<file path="src/rtl/muldiv_pkg.sv">
// Shared types and op-decode helpers for the iterative multiply/divide unit.
package muldiv_pkg;

  // RISC-V M-extension funct3 encoding.
  typedef enum logic [2:0] {
    MUL    = 3'b000,
    MULH   = 3'b001,
    MULHSU = 3'b010,
    MULHU  = 3'b011,
    DIV    = 3'b100,
    DIVU   = 3'b101,
    REM    = 3'b110,
    REMU   = 3'b111
  } op_e;

  typedef enum logic [1:0] {
    IDLE,
    CALC,
    DONE
  } state_e;

  function automatic logic is_div(input op_e op);
    return op inside {DIV, DIVU, REM, REMU};
  endfunction

  function automatic logic a_signed(input op_e op);
    return op inside {MULH, MULHSU, DIV, REM};
  endfunction

  function automatic logic b_signed(input op_e op);
    return op inside {MULH, DIV, REM};
  endfunction

endpackage

</file>
<file path="src/rtl/muldiv_iter_core.sv">
// One radix-2 step: shift-add multiply (mode=0) or restoring divide (mode=1).
// acc holds {hi, lo}; divide leaves remainder in hi and quotient in lo.
module muldiv_iter_core #(
  parameter int XLEN = 32
) (
  input  logic [2*XLEN-1:0] acc,
  input  logic [XLEN-1:0]   operand,
  input  logic              mode,
  output logic [2*XLEN-1:0] acc_next,
  output logic              q_bit
);

  logic [XLEN:0] sum;
  logic [XLEN:0] sh_rem;
  logic [XLEN:0] diff;

  assign sum    = {1'b0, acc[2*XLEN-1:XLEN]} + (acc[0] ? {1'b0, operand} : '0);
  assign sh_rem = acc[2*XLEN-1:XLEN-1];
  // Borrow out of the (XLEN+1)-bit subtract means the trial remainder was too small.
  assign diff   = sh_rem - {1'b0, operand};

  always_comb begin
    acc_next = '0;
    q_bit    = 1'b0;
    if (mode) begin
      q_bit    = ~diff[XLEN];
      acc_next = {(q_bit ? diff[XLEN-1:0] : sh_rem[XLEN-1:0]), acc[XLEN-2:0], q_bit};
    end else begin
      acc_next = {sum, acc[XLEN-1:1]};
    end
  end

endmodule

</file>
<file path="src/rtl/muldiv_seq_unit.sv">
// Iterative RV32 M-extension multiply/divide unit, one bit per clock, valid/ready on both sides.
// MULDIV_FAST_MUL_EN selects a single-cycle combinational multiplier for MUL* ops.
module muldiv_seq_unit
  import muldiv_pkg::*;
#(
  parameter int XLEN  = 32,
  parameter int CNT_W = $clog2(XLEN) + 1
) (
  input  logic            clk,
  input  logic            rst,
  input  logic            in_valid,
  output logic            in_ready,
  input  logic [2:0]      op,
  input  logic [XLEN-1:0] A,
  input  logic [XLEN-1:0] B,
  input  logic            flush,
  output logic            out_valid,
  input  logic            out_ready,
  output logic [XLEN-1:0] result,
  output logic            busy,
  output logic            div_by_zero
);

  localparam logic [XLEN-1:0] MIN_NEG = {1'b1, {(XLEN-1){1'b0}}};

  state_e            state, state_nxt;
  logic [CNT_W-1:0]  cnt;
  logic [2*XLEN-1:0] acc, acc_nxt;
  logic [XLEN-1:0]   opnd;
  op_e               op_q;
  logic              res_neg;
  logic              q_bit;

  op_e               op_in;
  logic              a_neg_in, b_neg_in, res_neg_in;
  logic [XLEN-1:0]   a_mag, b_mag;
  logic              accept, div_zero, div_ovf, special, use_fast, last_step;
  logic [XLEN-1:0]   special_res, final_res, quot, rmd;
  logic [2*XLEN-1:0] prod;

  assign op_in      = op_e'(op);
  assign a_neg_in   = a_signed(op_in) & A[XLEN-1];
  assign b_neg_in   = b_signed(op_in) & B[XLEN-1];
  assign a_mag      = a_neg_in ? -A : A;
  assign b_mag      = b_neg_in ? -B : B;
  // Remainder follows the dividend's sign; everything else follows the XOR of signs.
  assign res_neg_in = (op_in inside {REM, REMU}) ? a_neg_in : (a_neg_in ^ b_neg_in);

  assign in_ready  = (state == IDLE);
  assign out_valid = (state == DONE);
  assign busy      = (state != IDLE);

  assign accept    = in_ready && in_valid && !flush;
  assign div_zero  = is_div(op_in) && (B == '0);
  assign div_ovf   = (op_in inside {DIV, REM}) && (A == MIN_NEG) && (B == '1);
  assign special   = div_zero || div_ovf;
  assign last_step = (state == CALC) && (cnt == CNT_W'(XLEN-1));

  always_comb begin
    special_res = '0;
    if (div_zero)
      special_res = (op_in inside {DIV, DIVU}) ? '1 : A;
    else if (div_ovf)
      special_res = (op_in == DIV) ? MIN_NEG : '0;
  end

`ifdef MULDIV_FAST_MUL_EN
  logic [2*XLEN-1:0] fast_prod;
  logic [XLEN-1:0]   fast_res;

  // Sign-extended operands make the truncated 2*XLEN product correct for every MUL* variant.
  assign fast_prod = {{XLEN{a_neg_in}}, A} * {{XLEN{b_neg_in}}, B};
  assign fast_res  = (op_in == MUL) ? fast_prod[XLEN-1:0] : fast_prod[2*XLEN-1:XLEN];
  assign use_fast  = !is_div(op_in);
`else
  assign use_fast  = 1'b0;
`endif

  muldiv_iter_core #(.XLEN(XLEN)) u_core (
    .acc      (acc),
    .operand  (opnd),
    .mode     (is_div(op_q)),
    .acc_next (acc_nxt),
    .q_bit    (q_bit)
  );

  always_comb begin
    prod      = res_neg ? -acc_nxt : acc_nxt;
    quot      = {acc_nxt[XLEN-1:1], q_bit};
    rmd       = acc_nxt[2*XLEN-1:XLEN];
    final_res = '0;
    case (op_q)
      MUL:                 final_res = prod[XLEN-1:0];
      MULH, MULHSU, MULHU: final_res = prod[2*XLEN-1:XLEN];
      DIV, DIVU:           final_res = res_neg ? -quot : quot;
      default:             final_res = res_neg ? -rmd : rmd;
    endcase
  end

  always_comb begin
    state_nxt = state;
    case (state)
      IDLE: if (accept) state_nxt = (special || use_fast) ? DONE : CALC;
      CALC: begin
        if (flush)          state_nxt = IDLE;
        else if (last_step) state_nxt = DONE;
      end
      DONE: if (flush || out_ready) state_nxt = IDLE;
      default: state_nxt = IDLE;
    endcase
  end

  always_ff @(posedge clk or posedge rst) begin
    if (rst) state <= IDLE;
    else     state <= state_nxt;
  end

  always_ff @(posedge clk or posedge rst) begin
    if (rst) begin
      cnt         <= '0;
      acc         <= '0;
      opnd        <= '0;
      op_q        <= MUL;
      res_neg     <= 1'b0;
      result      <= '0;
      div_by_zero <= 1'b0;
    end else begin
      case (state)
        IDLE: begin
          if (accept) begin
            op_q        <= op_in;
            res_neg     <= res_neg_in;
            cnt         <= '0;
            div_by_zero <= div_zero;
            // Divide iterates over the dividend; multiply shifts the multiplier (B) out of lo.
            if (is_div(op_in)) begin
              acc  <= {{XLEN{1'b0}}, a_mag};
              opnd <= b_mag;
            end else begin
              acc  <= {{XLEN{1'b0}}, b_mag};
              opnd <= a_mag;
            end
            if (special)
              result <= special_res;
`ifdef MULDIV_FAST_MUL_EN
            else if (use_fast)
              result <= fast_res;
`endif
          end
        end
        CALC: begin
          if (flush) begin
            result      <= '0;
            div_by_zero <= 1'b0;
          end else begin
            acc <= acc_nxt;
            cnt <= cnt + CNT_W'(1);
            if (last_step)
              result <= final_res;
          end
        end
        DONE: begin
          if (flush) begin
            result      <= '0;
            div_by_zero <= 1'b0;
          end
        end
        default: ;
      endcase
    end
  end

endmodule

</file>
<file path="config.mk">
export PLATFORM = sky130hd
export DESIGN_NAME = muldiv_seq_unit
export DESIGN_NICKNAME = d
export VERILOG_FILES = /design/src/rtl/muldiv_pkg.sv /design/src/rtl/muldiv_iter_core.sv /design/src/rtl/muldiv_seq_unit.sv
export SDC_FILE = /design/constraint.sdc
export NUM_CORES = 1
export LEC_CHECK = 0
export CAP_MARGIN = 15
export CORE_ASPECT_RATIO = 1.4
export CORE_MARGIN = 2
export CORE_UTILIZATION = 40
export DETAILED_ROUTE_END_ITERATION = 10
export GPL_ROUTABILITY_DRIVEN = 0
export SLEW_MARGIN = 0
export SYNTH_ARGS = -nofsm -noshare
export SYNTH_HDL_FRONTEND = slang
export SYNTH_SLANG_ARGS = --single-unit
</file>
<file path="constraint.sdc">
create_clock -name clk -period 15.6 [get_ports clk]
set_input_delay 1.56 -clock clk [delete_from_list [all_inputs] [get_ports clk]]
set_output_delay 1.56 -clock clk [all_outputs]
set_load 0.01 [all_outputs]
</file>
* Word-level counts from Yosys, hierarchy flattened
Cells that the tools add are included.
Storage, ports and cells: register bits 141, input port bits 72, output and inout bits 36
Cells by class: add/subtract/negate cells 8, eq/ne operators 25, multiplexer cells 38, bitwise gates (word level) 4, reduce and logical (&&, ||, !) cells 31
Operator list (count):
- 32-bit 2-to-1 mux | 17
- 64-bit 2-to-1 mux | 4
- 32-bit case mux with 3 select lines | 2
- 32-bit negator | 4
- 64-bit case mux with 2 select lines | 1
- 32-bit == test, second input constant | 2
- 64-bit negator | 1
- 32-bit by 33-bit adder with 33-bit output | 1
- 33-bit by 32-bit subtractor with 33-bit output | 1
- 32-bit logical NOT | 1
- 3-bit == test, second input constant | 8
- 6-bit 2-to-1 mux | 2
- 6-bit case mux with 2 select lines | 1
- 2-bit nonzero test | 6
- 4-bit nonzero test | 3
- 2-bit 2-to-1 mux | 5
- 3-bit by 2-bit == test with 1-bit output, second input constant | 3
- 3-bit AND reduction | 3
- 2-bit by 1-bit != test with 1-bit output, second input constant | 4
- 6-bit by 1-bit adder with 6-bit output, second input constant | 1
- 3-bit by 1-bit == test with 1-bit output, second input constant | 2
- 6-bit by 5-bit == test with 1-bit output, second input constant | 1
- 1-bit logical AND | 6
- 2-bit case mux with 3 select lines | 1
- other kinds (18) | 26

* Logic depth before layout (Yosys ltp)
depth after elaboration 9, gate-level depth with buffers 25, depth with buffers taken out 23

* Modules after synthesis
From an unflattened synthesis, not the netlist that was laid out.
Unflattened totals: cells, all modules 2291, area, all modules 16897.5 um^2
By module, submodules not included:
- muldiv_seq_unit | instances 1, cells an instance 1657, area each 12424.4 um^2, sequential area each 3528.4 um^2
- muldiv_iter_core | instances 1, cells an instance 634, area each 4473.0 um^2, sequential area each 0.0 um^2

* Worst setup path after synthesis
Ideal clock, no wire load.
path kind register to register, start point register acc[0], end point register result[31], arrival time 5.039 ns, required time 15.467 ns, slack 10.428 ns, cell stages (with the launch flop) 18, buffers on the path 1, period minus slack after synthesis 5.172 ns, cell sequence dfrtp_1 > clkbuf_1 > and2_1 > ha_1 > fa_1 > a211oi_1 > o211ai_1 > a2111oi_0 > nor4_1 > or3_1 > a21o_1 > o211ai_1 > or4b_4 > or4b_4 > or4b_4 > o21ai_2 > mux2i_1 > a31oi_1
On the way: longest elaborated chain between the ends 9, elaborated cells between the ends (all ways) 13, classes of those cells 4 x add/sub; 9 x mux
RTL lines:
- from (decl) | line muldiv_seq_unit.sv:28 | logic [2*XLEN-1:0] acc, acc_nxt;
- from (signal assigned) | line muldiv_seq_unit.sv:137 | acc <= {{XLEN{1'b0}}, a_mag};
- from (signal assigned) | line muldiv_seq_unit.sv:140 | acc <= {{XLEN{1'b0}}, b_mag};
- from (signal assigned) | line muldiv_seq_unit.sv:156 | acc <= acc_nxt;
- 32-bit 2-to-1 mux | line muldiv_iter_core.sv:17 | assign sum = {1'b0, acc[2*XLEN-1:XLEN]} + (acc[0] ? {1'b0, operand} : '0);
- 32-bit by 33-bit adder with 33-bit output | line muldiv_iter_core.sv:17
- 64-bit 2-to-1 mux * | line muldiv_iter_core.sv:25 | if (mode) begin
- 64-bit negator (tied with other cells) | line muldiv_seq_unit.sv:88 | prod = res_neg ? -acc_nxt : acc_nxt;
- 64-bit 2-to-1 mux (tied with other cells) | line muldiv_seq_unit.sv:88
- 32-bit case mux with 3 select lines * | line muldiv_seq_unit.sv:92 | case (op_q)
- 32-bit 2-to-1 mux * | line muldiv_seq_unit.sv:158 | if (last_step)
- 32-bit 2-to-1 mux * | line muldiv_seq_unit.sv:152 | if (flush) begin
- 32-bit case mux with 3 select lines * | line muldiv_seq_unit.sv:128 | case (state)
- to (signal assigned) | line muldiv_seq_unit.sv:144 | result <= special_res;
- to (signal assigned) | line muldiv_seq_unit.sv:159 | result <= final_res;
- to (decl) | line muldiv_seq_unit.sv:19 | output logic [XLEN-1:0] result,
Mark *: on every way between the ends. The rest lies on a longest branch, timed or not. The select of a mux whose other input is x is not followed. A chain may end at the register's enable or synchronous reset.

* Worst setup path in the final report
start point register acc[56], end point register result[4]
On the way: longest elaborated chain between the ends 9, elaborated cells between the ends (all ways) 15, classes of those cells 4 x add/sub; 10 x mux; 1 x bitwise
RTL lines:
- 33-bit by 32-bit subtractor with 33-bit output * | line muldiv_iter_core.sv:20 | assign diff = sh_rem - {1'b0, operand};
- 32-bit 2-to-1 mux or 1-bit inverter (tied branches) | line muldiv_iter_core.sv:27, muldiv_iter_core.sv:26
- 64-bit 2-to-1 mux or 1-bit 2-to-1 mux (tied branches) | line muldiv_iter_core.sv:25
- 64-bit negator (tied with other cells) | line muldiv_seq_unit.sv:88
- 64-bit 2-to-1 mux (tied with other cells) | line muldiv_seq_unit.sv:88
- 32-bit case mux with 3 select lines * | line muldiv_seq_unit.sv:92
- 32-bit 2-to-1 mux * | line muldiv_seq_unit.sv:158
- 32-bit 2-to-1 mux * | line muldiv_seq_unit.sv:152
- 32-bit case mux with 3 select lines * | line muldiv_seq_unit.sv:128
Marked as above.

==> flow_metrics.env <==
export IMPL_area_growth_pct=12.0
export IMPL_final_cell_area_sq_um=19400
export IMPL_drt_total_wl_mm=79.7
export IMPL_finalNetCount=2607
export IMPL_core_sq_um=42900
export IMPL_maxSlewHeadroom_pct=5.99
export IMPL_finClkSkew_ns=0.0169
export IMPL_tns_ns=0
export IMPL_ys_warn_count=0
export IMPL_start_util_pct=40.3
export IMPL_cp_end_kind="flop"
export IMPL_status="finished, final reports clean"
export IMPL_cts_buffers_inserted=17
export IMPL_drt_pass1_iterations=7
export IMPL_yosysMostFrequentCell="nand2_1"
export IMPL_synth_area_sq_um=17300
export IMPL_synth_distinct_cells=92
export IMPL_grt_pass1_vias=18900
export IMPL_ys_async_sr_fraction_pct=100
export IMPL_max_vdd_ir_drop_v=0.000142
export IMPL_hpwl_mm=60.7
export IMPL_rsz0062_at_grt="false"
export IMPL_placed_area_sq_um=18700
export IMPL_cp_required_ns=15.89
export IMPL_gr_total_overflow=0
export IMPL_drt_iter0_drc=2531
export IMPL_yosys_most_used_dff="dfrtp_1"
export IMPL_holdPathStages=2
export IMPL_hold_buffers=0
export IMPL_fmax_ghz=0.147
export IMPL_cp_arrival_ns=7.08
export IMPL_synth_edf_count=0
export IMPL_dr_total_vias=20000
export IMPL_setup_viol=0
export IMPL_syn_inst=2457
export IMPL_slew_violations=0
export IMPL_fin_crit_sh_pct=43.5
export IMPL_synth_top_area_cell="dfrtp_1"
export IMPL_drive_gt1_share_pct=5.75
export IMPL_cts_root_buf="clkbuf_16"
export IMPL_clk_pin_slew_ns=0.08
export IMPL_syn_avg_cell_area_sq_um=7.04
export IMPL_cts_max_level=4
export IMPL_timing_final_hold_violations=0
export IMPL_cap_violations=0
export IMPL_holdWs_ns=0.489
export IMPL_crit_path_max_fanout=15
export IMPL_cts_tree="built"
export IMPL_grt_pass1_wl_mm=118
export IMPL_port_buffers=107
export IMPL_ios=108
export IMPL_synth_nets=2606
export IMPL_clock_sinks=141
export IMPL_via_per_inst=6.61
export IMPL_cts_resized=0
export IMPL_drtAntennaViolNets=0
export IMPL_post_route_drc_count=0
export IMPL_dieArea_sq_um=45000
export IMPL_synth_seq_area_share_pct=20.4
export IMPL_wire_per_inst_microns=26.4
export IMPL_crit_slowest_cell="a222oi_1"
export IMPL_grt_max_degree=91
export IMPL_ys_seq_elements=141
export IMPL_min_path_type="reg -> reg"
export IMPL_path_cells="ha_1 > a21oi_1 > o21ai_1 > a211oi_1 > o31ai_1 > clkbuf_2 > o21a_2 > nor3_4 > inv_2 > nand2_1 > inv_1 > ha_1 > nand2_1 > nor2_1 > nand3_1 > nor3_1 > nor2_1 > o31ai_1 > xor2_1 > a222oi_1 > o221ai_1"
export IMPL_critPathMaxStageDelay_ns=1.19
export IMPL_p_leak_nw=7.71
export IMPL_antenna_found_initial=5
export IMPL_die_w_microns=180
export IMPL_grtUsageTotal_pct=34.6
export IMPL_clk_latency_ns=0.48
export IMPL_rr_worst_depth=21
export IMPL_yosys_area_top_type_share_pct=20.4
export IMPL_tightest_slew_ns=1.41
export IMPL_num_rows=90
export IMPL_cts_buffer_depth=2
export IMPL_min_period_ns=6.78
export IMPL_postCtsSetupBuffers=0
export IMPL_cp_start_kind="flop"
export IMPL_power_density_nw_per_um2=270
export IMPL_power_mw=5.23
export IMPL_synthTopCellsByCount="278 x nand2_1, 268 x o21ai_0, 250 x a21oi_1"
export IMPL_synth_area_leaders="dfrtp_1 20%, o21ai_0 7.8%, a21oi_1 7.2%"
export IMPL_crit_type="reg -> reg"
export IMPL_die_h_microns=250
-- flip-flops by register name (all words and copies together) (netlist names) --
| register | flops |
|---|---|
| acc | 64 |
| opnd | 32 |
| result | 32 |
| cnt | 6 |
| op_q | 3 |
| state | 2 |
| div_by_zero | 1 |
| res_neg | 1 |
-- final timing paths --
path / start / to / slack [ns]
worst max register to register: acc[56]$_DFFE_PP0P_ / result[4]$_DFFE_PP0P_ / 8.82
worst min register to register: op_q[1]$_DFFE_PP0P_ / op_q[1]$_DFFE_PP0P_ / 0.49
max in group asynchronous: rst / opnd[2]$_DFFE_PP0P_ / 12.58
worst min-delay path: op_q[1]$_DFFE_PP0P_ / op_q[1]$_DFFE_PP0P_ / 0.49
worst max-delay path: acc[56]$_DFFE_PP0P_ / result[4]$_DFFE_PP0P_ / 8.82
min in group asynchronous: rst / cnt[4]$_DFFE_PP0P_ / 1.64
-- critical path: cells and delay by family (launching register included) --
| family | cells | cell delay (ns) |
|---|---|---|
| flip-flops | 1 | 0.42 |
| buffers and inverters | 3 | 0.67 |
| AO/OA/AOI/OAI | 8 | 3.41 |
| AND/OR/NAND/NOR | 7 | 1.25 |
| XOR/XNOR | 1 | 0.11 |
| adder cells (fa/ha/maj) | 2 | 0.72 |
-- stage by stage --
step	std cells	setup WS (ns)	util [%]
6_report	3024	8.82	45.2
3_3_place_gp	2985	8.81	43.6
3_5_place_dp	2986	8.57	43.6
2_1_floorplan	2457	10.26	-
5_1_grt	3023	8.48	45.2
4_1_cts	3018	8.52	45.1
-- cells in the final DEF, fill, tap and decap left out, drive strengths merged, types with 42 or more instances in the layout --
| cell | instances |
|---|---|
| a21oi | 251 |
| and2 | 45 |
| buf | 42 |
| clkdlybuf4s50 | 106 |
| dfrtp | 141 |
| ha | 75 |
| inv | 81 |
| nand2 | 278 |
| nor2 | 236 |
| nor3 | 68 |
| o21ai | 273 |
| xnor2 | 109 |
| xor2 | 74 |
-- cell type report --
type / instances / area (sq um)
Antenna cell: 1 / 2.50
Inverter: 78 / 298
Clock buffer: 18 / 439
Tap cell: 552 / 691
Multi-Input combinational cell: 2069 / 12800
Clock inverter: 14 / 183
Sequential cell: 141 / 3530
Fill cell: 4433 / 23500
Timing Repair Buffer: 151 / 1380
-- kinds of logic (layout without fill, tap and decap cells) --
kind of cell	count (synthesis)	after routing	share of synthesized area [%]
other	0	1	0
adders and majority gates	77	77	5.65
AOI/OAI and AO/OA	867	867	31.2
and+or+nand+nor	890	890	24.8
xor gates and xnor gates	183	183	9.26
muxes	52	52	3.18
buffers and inverters	247	261	5.56
DFF	141	141	20.4
-- power breakdown --
part           switching [mW]  total [mW]  internal [mW]
combinational            2.69        4.01           1.32
clock                   0.196       0.454          0.258
sequential              0.244       0.760          0.516
-- layer usage --
| metal | part of all wire (%) | GRT usage (%) | vias up |
|---|---|---|---|
| met5 | 0.011 | 0 | - |
| met4 | 11 | 30.8 | 2 |
| met3 | 8.3 | 6.57 | 398 |
| met2 | 46 | 57.0 | 1226 |
| met1 | 35 | 37.8 | 9403 |
| li1 | - | - | 8962 |
Note: power is estimated with default switching activity, not from simulation.
